==> src/rtl/pulse_stretch.sv <==
// rtl/pulse_stretch.sv - event pulse stretcher with forced gap; optional event queue under PULSE_STRETCH_PEND_EN
module pulse_stretch #(
  parameter int HOLD_CYC = 4,
  parameter int GAP_CYC  = 2,
  parameter int PEND_W   = 3
) (
  input  logic              clk,
  input  logic              rstn,
  input  logic              pulse_in,
  output logic              sig_out,
  output logic              busy,
  output logic              drop,
  output logic [PEND_W-1:0] pend_cnt
);

  typedef enum logic [1:0] {
    IDLE = 2'd0,
    HOLD = 2'd1,
    GAP  = 2'd2
  } state_t;

  localparam logic [7:0] HOLD_LOAD = 8'(HOLD_CYC - 1);
  localparam logic [7:0] GAP_LOAD  = 8'(GAP_CYC - 1);

  state_t     r_state;
  state_t     w_state_nxt;
  logic [7:0] r_timer;
  logic [7:0] w_timer_nxt;
  logic       r_sig_out;
  logic       r_busy;
  logic       r_drop;
  logic       w_drop_nxt;
  logic       w_ev_early;
  logic       w_pend_nz;
  logic       w_pend_dec;

`ifdef PULSE_STRETCH_PEND_EN
  logic [PEND_W-1:0] r_pend;
  logic              w_pend_inc;
  logic              w_pend_sat;

  assign w_pend_nz  = (r_pend != '0);
  assign w_pend_sat = &r_pend;
`else
  assign w_pend_nz  = 1'b0;
`endif

  // Next-state, timer and queue-control decode; events outside IDLE and the last GAP cycle are "early"
  always_comb begin
    w_state_nxt = r_state;
    w_timer_nxt = r_timer;
    w_ev_early  = 1'b0;
    w_pend_dec  = 1'b0;
    case (r_state)
      IDLE: begin
        w_timer_nxt = 8'd0;
        if (pulse_in) begin
          w_state_nxt = HOLD;
          w_timer_nxt = HOLD_LOAD;
        end
      end
      HOLD: begin
        w_ev_early = pulse_in;
        if (r_timer == 8'd0) begin
          w_state_nxt = GAP;
          w_timer_nxt = GAP_LOAD;
        end else begin
          w_timer_nxt = r_timer - 8'd1;
        end
      end
      GAP: begin
        if (r_timer == 8'd0) begin
          // A fresh event and a queued one cancel: the new HOLD serves one, the queue keeps the other
          if (pulse_in || w_pend_nz) begin
            w_state_nxt = HOLD;
            w_timer_nxt = HOLD_LOAD;
            w_pend_dec  = !pulse_in && w_pend_nz;
          end else begin
            w_state_nxt = IDLE;
            w_timer_nxt = 8'd0;
          end
        end else begin
          w_ev_early  = pulse_in;
          w_timer_nxt = r_timer - 8'd1;
        end
      end
      default: begin
        w_state_nxt = IDLE;
        w_timer_nxt = 8'd0;
      end
    endcase
  end

`ifdef PULSE_STRETCH_PEND_EN
  // Early events are queued until the counter saturates, then discarded
  always_comb begin
    w_pend_inc = 1'b0;
    w_drop_nxt = 1'b0;
    if (w_ev_early) begin
      if (w_pend_sat) begin
        w_drop_nxt = 1'b1;
      end else begin
        w_pend_inc = 1'b1;
      end
    end
  end

  // Queued-event counter; increment and decrement never coincide
  always_ff @(posedge clk or negedge rstn) begin
    if (!rstn) begin
      r_pend <= '0;
    end else if (w_pend_inc) begin
      r_pend <= r_pend + PEND_W'(1);
    end else if (w_pend_dec) begin
      r_pend <= r_pend - PEND_W'(1);
    end
  end

  assign pend_cnt = r_pend;
`else
  // Without a queue every early event is discarded
  always_comb begin
    w_drop_nxt = w_ev_early;
  end

  assign pend_cnt = '0;
`endif

  // State, timer and registered outputs, all derived from the next state so they move together
  always_ff @(posedge clk or negedge rstn) begin
    if (!rstn) begin
      r_state   <= IDLE;
      r_timer   <= 8'd0;
      r_sig_out <= 1'b0;
      r_busy    <= 1'b0;
      r_drop    <= 1'b0;
    end else begin
      r_state   <= w_state_nxt;
      r_timer   <= w_timer_nxt;
      r_sig_out <= (w_state_nxt == HOLD);
      r_busy    <= (w_state_nxt != IDLE);
      r_drop    <= w_drop_nxt;
    end
  end

  assign sig_out = r_sig_out;
  assign busy    = r_busy;
  assign drop    = r_drop;

endmodule

==> config.mk <==
export PLATFORM = sky130hd
export DESIGN_NAME = pulse_stretch
export DESIGN_NICKNAME = d
export VERILOG_FILES = /design/src/rtl/pulse_stretch.sv
export SDC_FILE = /design/constraint.sdc
export NUM_CORES = 1
export LEC_CHECK = 0
export CAP_MARGIN = 5
export CORE_MARGIN = 4
export CORE_UTILIZATION = 40
export DETAILED_ROUTE_END_ITERATION = 6
export GPL_ROUTABILITY_DRIVEN = 0
export GPL_TIMING_DRIVEN = 0
export PLACE_DENSITY = 0.66
export SETUP_SLACK_MARGIN = 0.2
export SLEW_MARGIN = 15
export SYNTH_ARGS = -nofsm -noshare
export SYNTH_HDL_FRONTEND = slang
export SYNTH_SLANG_ARGS = --single-unit
==> constraint.sdc <==
create_clock -name clk -period 1.8 [get_ports clk]
set_clock_uncertainty 0.1 [all_clocks]
set_input_delay 0.36 -clock clk [delete_from_list [all_inputs] [get_ports clk]]
set_output_delay 0.36 -clock clk [all_outputs]
set_load 0.02 [all_outputs]
# --- Word-level counts from Yosys, hierarchy flattened ---
# Index checks and enable logic that the tools add are counted.
# Widths: inputs -> output; s select.
op_classes:
  muxes: 11
  n_eq_ne: 3
  reduce_logical: 3
  addsub: 1
op_table:
  columns: ["cell", "n"]
  rows:
  - ["$pmux 8 s3", 1]
  - ["$mux 8", 2]
  - ["$logic_not 8->1", 1]
  - ["$mux 2", 4]
  - ["$sub 8x1->8 const B", 1]
  - ["$pmux 2 s3", 1]
  - ["$eq 2x1->1 const B", 2]
  - ["$eq 2x2->1 const B", 1]
  - ["$logic_not 2->1", 1]
  - ["$mux 1", 2]
  - ["$pmux 1 s2", 1]
  - ["$reduce_bool 2->1", 1]
totals:
  out_inout_bits: 6
  in_bits: 3
  reg_bits: 13
  elab_cells: 23

# --- Depth between registers and ports, before layout ---
# Gate-level depths: netlist of the first run.
logic_depth:
  depth_word: 4
  mapped_depth: 6
  depth_no_buf: 6

# --- Worst setup path after synthesis of the first run ---
# Ideal clock, no wire load.
synth_timing:
  kind: "reg2reg"
  startpoint: "register r_timer[0]"
  endpoint: "register r_busy, in the netlist busy"
  path_stages_with_launch: 7
  required_ps: 1571
  period_less_slack_ps: 1944
  setup_slack_ps: -144
  n_path_buf: 0
  setup_time_ps: 129
  t_arrival_ps: 1714
  path_cell_list: "dfrtp_1 > inv_1 > ha_1 > nor3b_1 > a21boi_2 > o31a_1 > o41a_1"
synth_between:
  elab_chain_len: 4
  elab_cells_between_ends: 5
  classes_between: "mux (3); reduce/logical (2)"
synth_lines:
  columns: ["element", "line_no", "source"]
  rows:
  - ["start: declaration", "27", "logic [7:0] r_timer;"]
  - ["start signal: assignment", "139", "r_timer <= w_timer_nxt;"]
  - ["$logic_not 8->1 (*)", "64, 72", null]
  - ["$mux 2, on equally long branches", "72, 64", null]
  - ["$pmux 2 s3 (*)", "54", "case (r_state)"]
  - ["$reduce_bool 2->1 (*)", "141", "r_busy <= (w_state_nxt != IDLE);"]
  - ["end signal: assignment", "141", null]
  - ["end: declaration", "30", "logic r_busy;"]
# Mark *: on every way between the ends. The rest lies on a longest branch, timed or not.

# --- Worst setup path in the final report of the first run ---
layout_timing:
  startpoint: "register r_timer[3]"
  endpoint: "register r_state[1]"
layout_between:
  elab_chain_len: 3
  elab_cells_between_ends: 4
  classes_between: "mux (3); reduce/logical (1)"
layout_lines:
  columns: ["element", "line_no", "source"]
  rows:
  - ["$logic_not 8->1 (*)", "64, 72", null]
  - ["$mux 2, on equally long branches", "72, 64", null]
  - ["$pmux 2 s3 (*)", "54", null]
  - ["via w_state_nxt[1]", "26", "state_t w_state_nxt;"]
  - ["end signal: assignment", "138", "r_state <= w_state_nxt;"]
  - ["end: declaration", "25", "state_t r_state;"]
# Mark *: on every way through the listed nets, which the timed path passes. The rest lies on a longest branch.

==> flow_summary_export.csv, run 1 <==
group,metric,value,unit
drt,drtPass1Iterations,4,
synth,yosys.area.top_type,"dfrtp_1",
power_and_ir_drop,power,1770,µW
drt,routedWlPerCell,13.2,µm
power_and_ir_drop,p_per_area,1740,mW/mm²
drt,totalWireLength,1600,µm
cells_and_area,antenna_cells,0,
drt,viasPerCell,5.00,
outcome,violations,"negative setup slack",
flow_run,cap_violations,0,
cells_and_area,layout_common_cells,"buf_4, dfrtp_1, nor2_1",
clock_tree,cts-root-buf,"clkbuf_4",
sta,tns,-0.0349,ns
synth,synth.avg_cell_area,9.91,µm²
worst_setup_path,worst_setup_path_end_kind,"register",
clock_tree,cts_tree,"built",
die,io_pins,9,
power_and_ir_drop,switching_share,41.7,%
power_and_ir_drop,pwr-share-seq,28.4,%
die,initial_core_util,43.3,%
hold_path,hp-class,"primary input to async pin",
global_route,antenna_found_initial,0,
synth,netlist_area,763,µm²
worst_setup_path,path_class,"register to register",
die,die_height,51.7,µm
synth,ys_seq_area_share,42.6,%
power_and_ir_drop,clkPwrFrac,10.0,%
worst_setup_path,worst_ep_required_time,1.92,ns
clock_tree,cts_hold_buf,0,
synth,yosys_register_bits,13,
sta,slew_headroom,60.2,%
worst_setup_path,crit_fanout,4,
power_and_ir_drop,comb_power_share,61.6,%
global_route,gr-usage-all-layers,13.9,%
sta,grt_setup_unrepaired,"true",
global_route,grt_overflow,0,
sta,fin_crit_sh,101,%
global_route,grt_pass1_wl,2750,µm
worst_setup_path,arrival,1.94,ns
sta,setup_viol,2,
worst_setup_path,startpoint_type,"register",
place,io_buffers,5,
sta,max_freq,0.549,GHz
global_route,grt_max_degree,14,
drt,route.detailed.drc,0,
sta,worst_hold_slack,0.359,ns
synth,synth_top_cell_area_share,42.6,%
drt,drt_iter0_drc,3,
synth,yosysUniqueCellTypes,28,
die,design.core.area,0.00176,mm²
cells_and_area,layout_commonest_cell,"buf_4",
power_and_ir_drop,irDropWorstVdd,0.000733,V
clock_tree,clkTransAtPathRegs,0.08,ns
clock_tree,clkLatencyLatePin,0.27,ns
drt,antenna_left,0,
cells_and_area,final_nets,106,
cells_and_area,nFillCells,181,
power_and_ir_drop,p_int,1030,µW
clock_tree,cts_buffers,3,
clock_tree,htree_levels,1,
drt,num_vias,605,
synth,ys_warn_count,0,
sta,tightest_slew,0.595,ns
cells_and_area,layout-drive-gt1-share,37.5,%
sta,worst_slack,-0.0218,ns
die,die-area,0.00267,mm²
cells_and_area,areaGrowthSynthToFinish,33.1,%
clock_tree,cts_sinks,13,
sta,period_minus_slack,1.82,ns
power_and_ir_drop,leakage,0.000472,µW
outcome,status,"complete, but fails checks",
cells_and_area,fin_cells,121,
global_route,grt_pass1_vias,644,
synth,syn_inst,77,
place,placedCellCount,109,
sta,slew_viol_final,0,
die,num_rows,15,
place,hpwl,1070,µm
sta,hold_violations,0,
die,die_x,51.7,µm
synth,synth_area_leaders,"dfrtp_1, ha_1, nor2_1",
power_and_ir_drop,power_switching,737,µW
clock_tree,clockBufferDepth,2,
[power groups by stage]
stage | Clock [µW] | Sequential [µW] | Combinational [µW]
finish | 176 | 502 | 1090
global route | 201 | 514 | 1210
CTS | 185 | 496 | 933
detailed placement | 0 | 504 | 864
global placement | 0 | 500 | 853
floorplan | 0 | 523 | 640
[per-layer routing]
layer  track usage (%)  up-vias  wire length [µm]
li1                  -      301                 -
met1              15.7      291               716
met2              23.5        9               811
met3              1.72        4                33
met4              10.5        0                36
met5                 0        -                 0
[flip-flops by register name, indices dropped and copies added (netlist names)]
register and count:
r_timer 8, r_state 2, busy 1, drop 1, sig_out 1
[cell families after synthesis]
kind of cell | after synthesis | synth area share, %
AND/OR/NAND/NOR | 26 | 19.3
flip-flops | 13 | 42.6
AO/OA/AOI/OAI | 17 | 16.1
buffers and inverters | 9 | 5.90
XOR/XNOR | 5 | 5.74
adder cells (fa/ha/maj) | 6 | 9.84
other | 1 | 0.491
[cell type report]
class	count	area, µm²	area share [%]
multi-input combinational	57	475	46.8
timing repair buffer	13	106	10.5
clock buffer	3	22.5	2.22
clock inverter	1	5.00	0.493
sequential	13	330	32.5
tap	25	31.3	3.08
inverter	6	22.5	2.22
buffer	3	22.5	2.22
[cell usage after synthesis]
cell type and n:
o21ai_0 1, o41a_1 1, a21o_1 1, o22ai_1 2, nand2_1 6, nor2_1 8
xnor2_1 3, and2_2 1, o31ai_1 2, nor4_1 1, a31o_2 1, nor3b_1 1
ha_1 6, nor3_1 3, buf_4 3, a21oi_1 5, nor4_4 1, inv_1 6
and2b_1 1, xor2_1 2, or3b_2 1, a21boi_2 1, nand2b_1 1, conb_1 1
a22o_1 2, or4_1 2, dfrtp_1 13, o31a_1 1
[through the flow]
stage               utilization, %  worst slack [ns]  instance area (µm²)
global route                  57.6           -0.0786                 1020
global placement              49.6            -0.174                  876
CTS                           53.7           -0.0112                  947
detailed placement            49.6            -0.167                  876
floorplan                        -             0.102                  795
finish                        57.6           -0.0218                 1020
[final timing paths]
path	from	cells past startpoint	slack [ns]	end
setup reg to reg	r_timer[3]	4	-0.02	r_state[1]
max in group asynchronous	rstn	1	0.82	r_timer[3]
min in group clk	r_timer[7]	2	0.53	r_timer[7]
hold reg to reg	r_timer[7]	2	0.53	r_timer[7]
setup / recovery	r_timer[3]	4	-0.02	r_state[1]
hold / removal	rstn	1	0.36	r_timer[4]
[worst max-delay path: stages (launching register included)]
cell	delay [ns]
dfrtp_2	0.45
or4_4	0.60
o31ai_2	0.24
o31a_1	0.23
and2_2	0.16
[repair_timing]
action	4_1_cts	5_1_grt
endpoints found under the setup margin	15	13
setup buffers	3	5
resized for setup	10	8
pin swaps	2	3
Power figures use the tool's default switching activity.
==> run 2, diff against run 1 <==
--- a/config.mk
+++ b/config.mk
@@ -5,7 +5,6 @@
 export SDC_FILE = /design/constraint.sdc
 export NUM_CORES = 1
 export LEC_CHECK = 0
-export CAP_MARGIN = 5
 export CORE_MARGIN = 4
 export CORE_UTILIZATION = 40
 export DETAILED_ROUTE_END_ITERATION = 6
==> results of run 2 <==
Final layout, timing and power as in run 1 (identical DEF).
==> run 3, diff against run 2 <==
--- a/config.mk
+++ b/config.mk
@@ -5,12 +5,14 @@
 export SDC_FILE = /design/constraint.sdc
 export NUM_CORES = 1
 export LEC_CHECK = 0
+export CELL_PAD_IN_SITES_DETAIL_PLACEMENT = 0
+export CELL_PAD_IN_SITES_GLOBAL_PLACEMENT = 1
 export CORE_MARGIN = 4
-export CORE_UTILIZATION = 40
+export CORE_UTILIZATION = 37
 export DETAILED_ROUTE_END_ITERATION = 6
 export GPL_ROUTABILITY_DRIVEN = 0
 export GPL_TIMING_DRIVEN = 0
-export PLACE_DENSITY = 0.66
+export PLACE_DENSITY = 0.75
 export SETUP_SLACK_MARGIN = 0.2
 export SLEW_MARGIN = 15
 export SYNTH_ARGS = -nofsm -noshare
==> run 3 against run 2 <==
Effect of this change:
- the flow still finishes with violations (negative setup slack)
- non-clock buffer count decreased by 3
- register-to-register slack improved by 0.02 ns
- first-iteration DRC count fell by 33%
- maximum frequency grew 0.91%
- clock power hardly changed
- hold slack got worse by 0.0089 ns
- count of clock-buffer cells in the layout up 1
- critical path depth is the same
- via count shrank 1.3%
- core utilization decreased by 8.2 points
==> flow_summary_export.csv, run 3 (synthesis results as in run 1) <==
group,metric,value,unit
worst_setup_path,startpoint_type,"register",
sta,tns,-0.00544,ns
worst_setup_path,path_class,"register to register",
clock_tree,cts-root-buf,"clkbuf_4",
sta,max_freq,0.554,GHz
clock_tree,clkTransAtPathRegs,0.08,ns
clock_tree,clkLatencyLatePin,0.27,ns
sta,worst_hold_slack,0.350,ns
clock_tree,cts_tree,"built",
outcome,violations,"negative setup slack",
power_and_ir_drop,power,1650,µW
cells_and_area,fin_cells,120,
die,initial_core_util,38.9,%
cells_and_area,layout_commonest_cell,"dfrtp_1",
die,design.core.area,0.00196,mm²
sta,grt_setup_unrepaired,"true",
place,hpwl,1050,µm
worst_setup_path,worst_setup_path_end_kind,"register",
clock_tree,cts_buffers,3,
clock_tree,htree_levels,1,
die,die_height,53.4,µm
cells_and_area,layout-drive-gt1-share,32.3,%
clock_tree,cts_hold_buf,0,
cells_and_area,largest_registers,"r_timer x8, r_state x2",
die,die-area,0.00285,mm²
cells_and_area,antenna_cells,0,
sta,fin_crit_sh,100,%
die,io_pins,9,
worst_setup_path,crit_fanout,4,
cells_and_area,regMostFlops,"r_timer",
global_route,grt_max_degree,14,
power_and_ir_drop,leakage,0.000453,µW
place,placedCellCount,111,
global_route,gr-usage-all-layers,12.6,%
global_route,grt_pass1_vias,592,
power_and_ir_drop,irDropWorstVdd,0.000668,V
sta,worst_slack,-0.00544,ns
cells_and_area,register_area,330,µm²
global_route,grt_overflow,0,
drt,drtPass1Iterations,4,
drt,totalWireLength,1460,µm
clock_tree,clockBufferDepth,2,
cells_and_area,areaGrowthSynthToFinish,26.9,%
sta,setup_viol,1,
cells_and_area,postLayoutCellArea,968,µm²
worst_setup_path,worst_ep_required_time,1.92,ns
clock_tree,cts_sinks,13,
cells_and_area,layout_common_cells,"dfrtp_1, nor2_1, buf_4",
cells_and_area,multi_input_area,449,µm²
drt,antenna_left,0,
global_route,antenna_found_initial,0,
worst_setup_path,arrival,1.93,ns
sta,period_minus_slack,1.81,ns
die,num_rows,16,
drt,viasPerCell,4.98,
drt,route.detailed.drc,0,
sta,slew_headroom,61.2,%
cells_and_area,final_nets,103,
sta,hold_violations,0,
place,io_buffers,5,
cells_and_area,largest_reg_flops,8,
sta,slew_viol_final,0,
drt,num_vias,597,
cells_and_area,nFillCells,198,
outcome,status,"complete, but fails checks",
drt,drt_iter0_drc,2,
hold_path,hp-class,"primary input to async pin",
drt,routedWlPerCell,12.2,µm
flow_run,cap_violations,0,
global_route,grt_pass1_wl,2500,µm
die,die_x,53.4,µm
sta,tightest_slew,0.580,ns
place,dpl_cell_area,878,µm²
power_and_ir_drop,p_per_area,1710,mW/mm²
run 3: per-stage QoR:
| step | utilization, % | setup slack, ns |
|---|---|---|
| 3_3_place_gp | 44.8 | -0.183 |
| 2_1_floorplan | - | 0.102 |
| 5_1_grt | 49.4 | -0.0619 |
| 6_report | 49.4 | -0.00544 |
| 4_1_cts | 48.0 | 0.0281 |
| 3_5_place_dp | 44.8 | -0.150 |
run 3: layout make-up:
type / count / share of cell area (%)
Multi-Input combinational cell: 57 / 46.4
Clock buffer: 4 / 2.71
Tap cell: 27 / 3.49
Buffer: 3 / 2.33
Sequential cell: 13 / 34.1
Timing Repair Buffer: 10 / 8.66
Inverter: 6 / 2.33
run 3: path summary, 6_finish.rpt:
check	slack, ns	cells after the start	end	from
worst max-delay path	-0.005	4	r_state[1]	r_timer[4]
worst min-delay path	0.35	1	r_timer[6]	rstn
worst max register to register	-0.005	4	r_state[1]	r_timer[4]
worst min register to register	0.52	2	r_timer[3]	r_timer[3]
max in group asynchronous	0.84	1	r_timer[2]	rstn
min in group clk	0.52	2	r_timer[3]	r_timer[3]
run 3: worst max-delay path: stages, from the launching register on:
cell and delay [ns]:
dfrtp_2 0.44, or4_4 0.58, o31ai_2 0.26, o31a_1 0.22, and2_2 0.15
run 3: repair_timing:
item                       CTS  global route
buffers inserted             3             2
resized for setup           11             3
pin swaps                    0             2
setup endpoints to repair   15            12
run 3: layer usage:
| layer | vias to the layer above | GRT usage (%) | part of all wire [%] |
|---|---|---|---|
| met1 | 289 | 13.4 | 47 |
| met3 | 4 | 2.54 | 2.9 |
| met4 | 0 | 8.94 | 2.6 |
| li1 | 294 | - | - |
| met2 | 10 | 21.8 | 47 |
| met5 | - | 0 | 0 |
run 3: power by group:
part           internal [µW]  switching, µW  total, µW
sequential               403           86.3        489
clock                   86.0           93.4        179
combinational            486            499        985
total                    975            678       1650
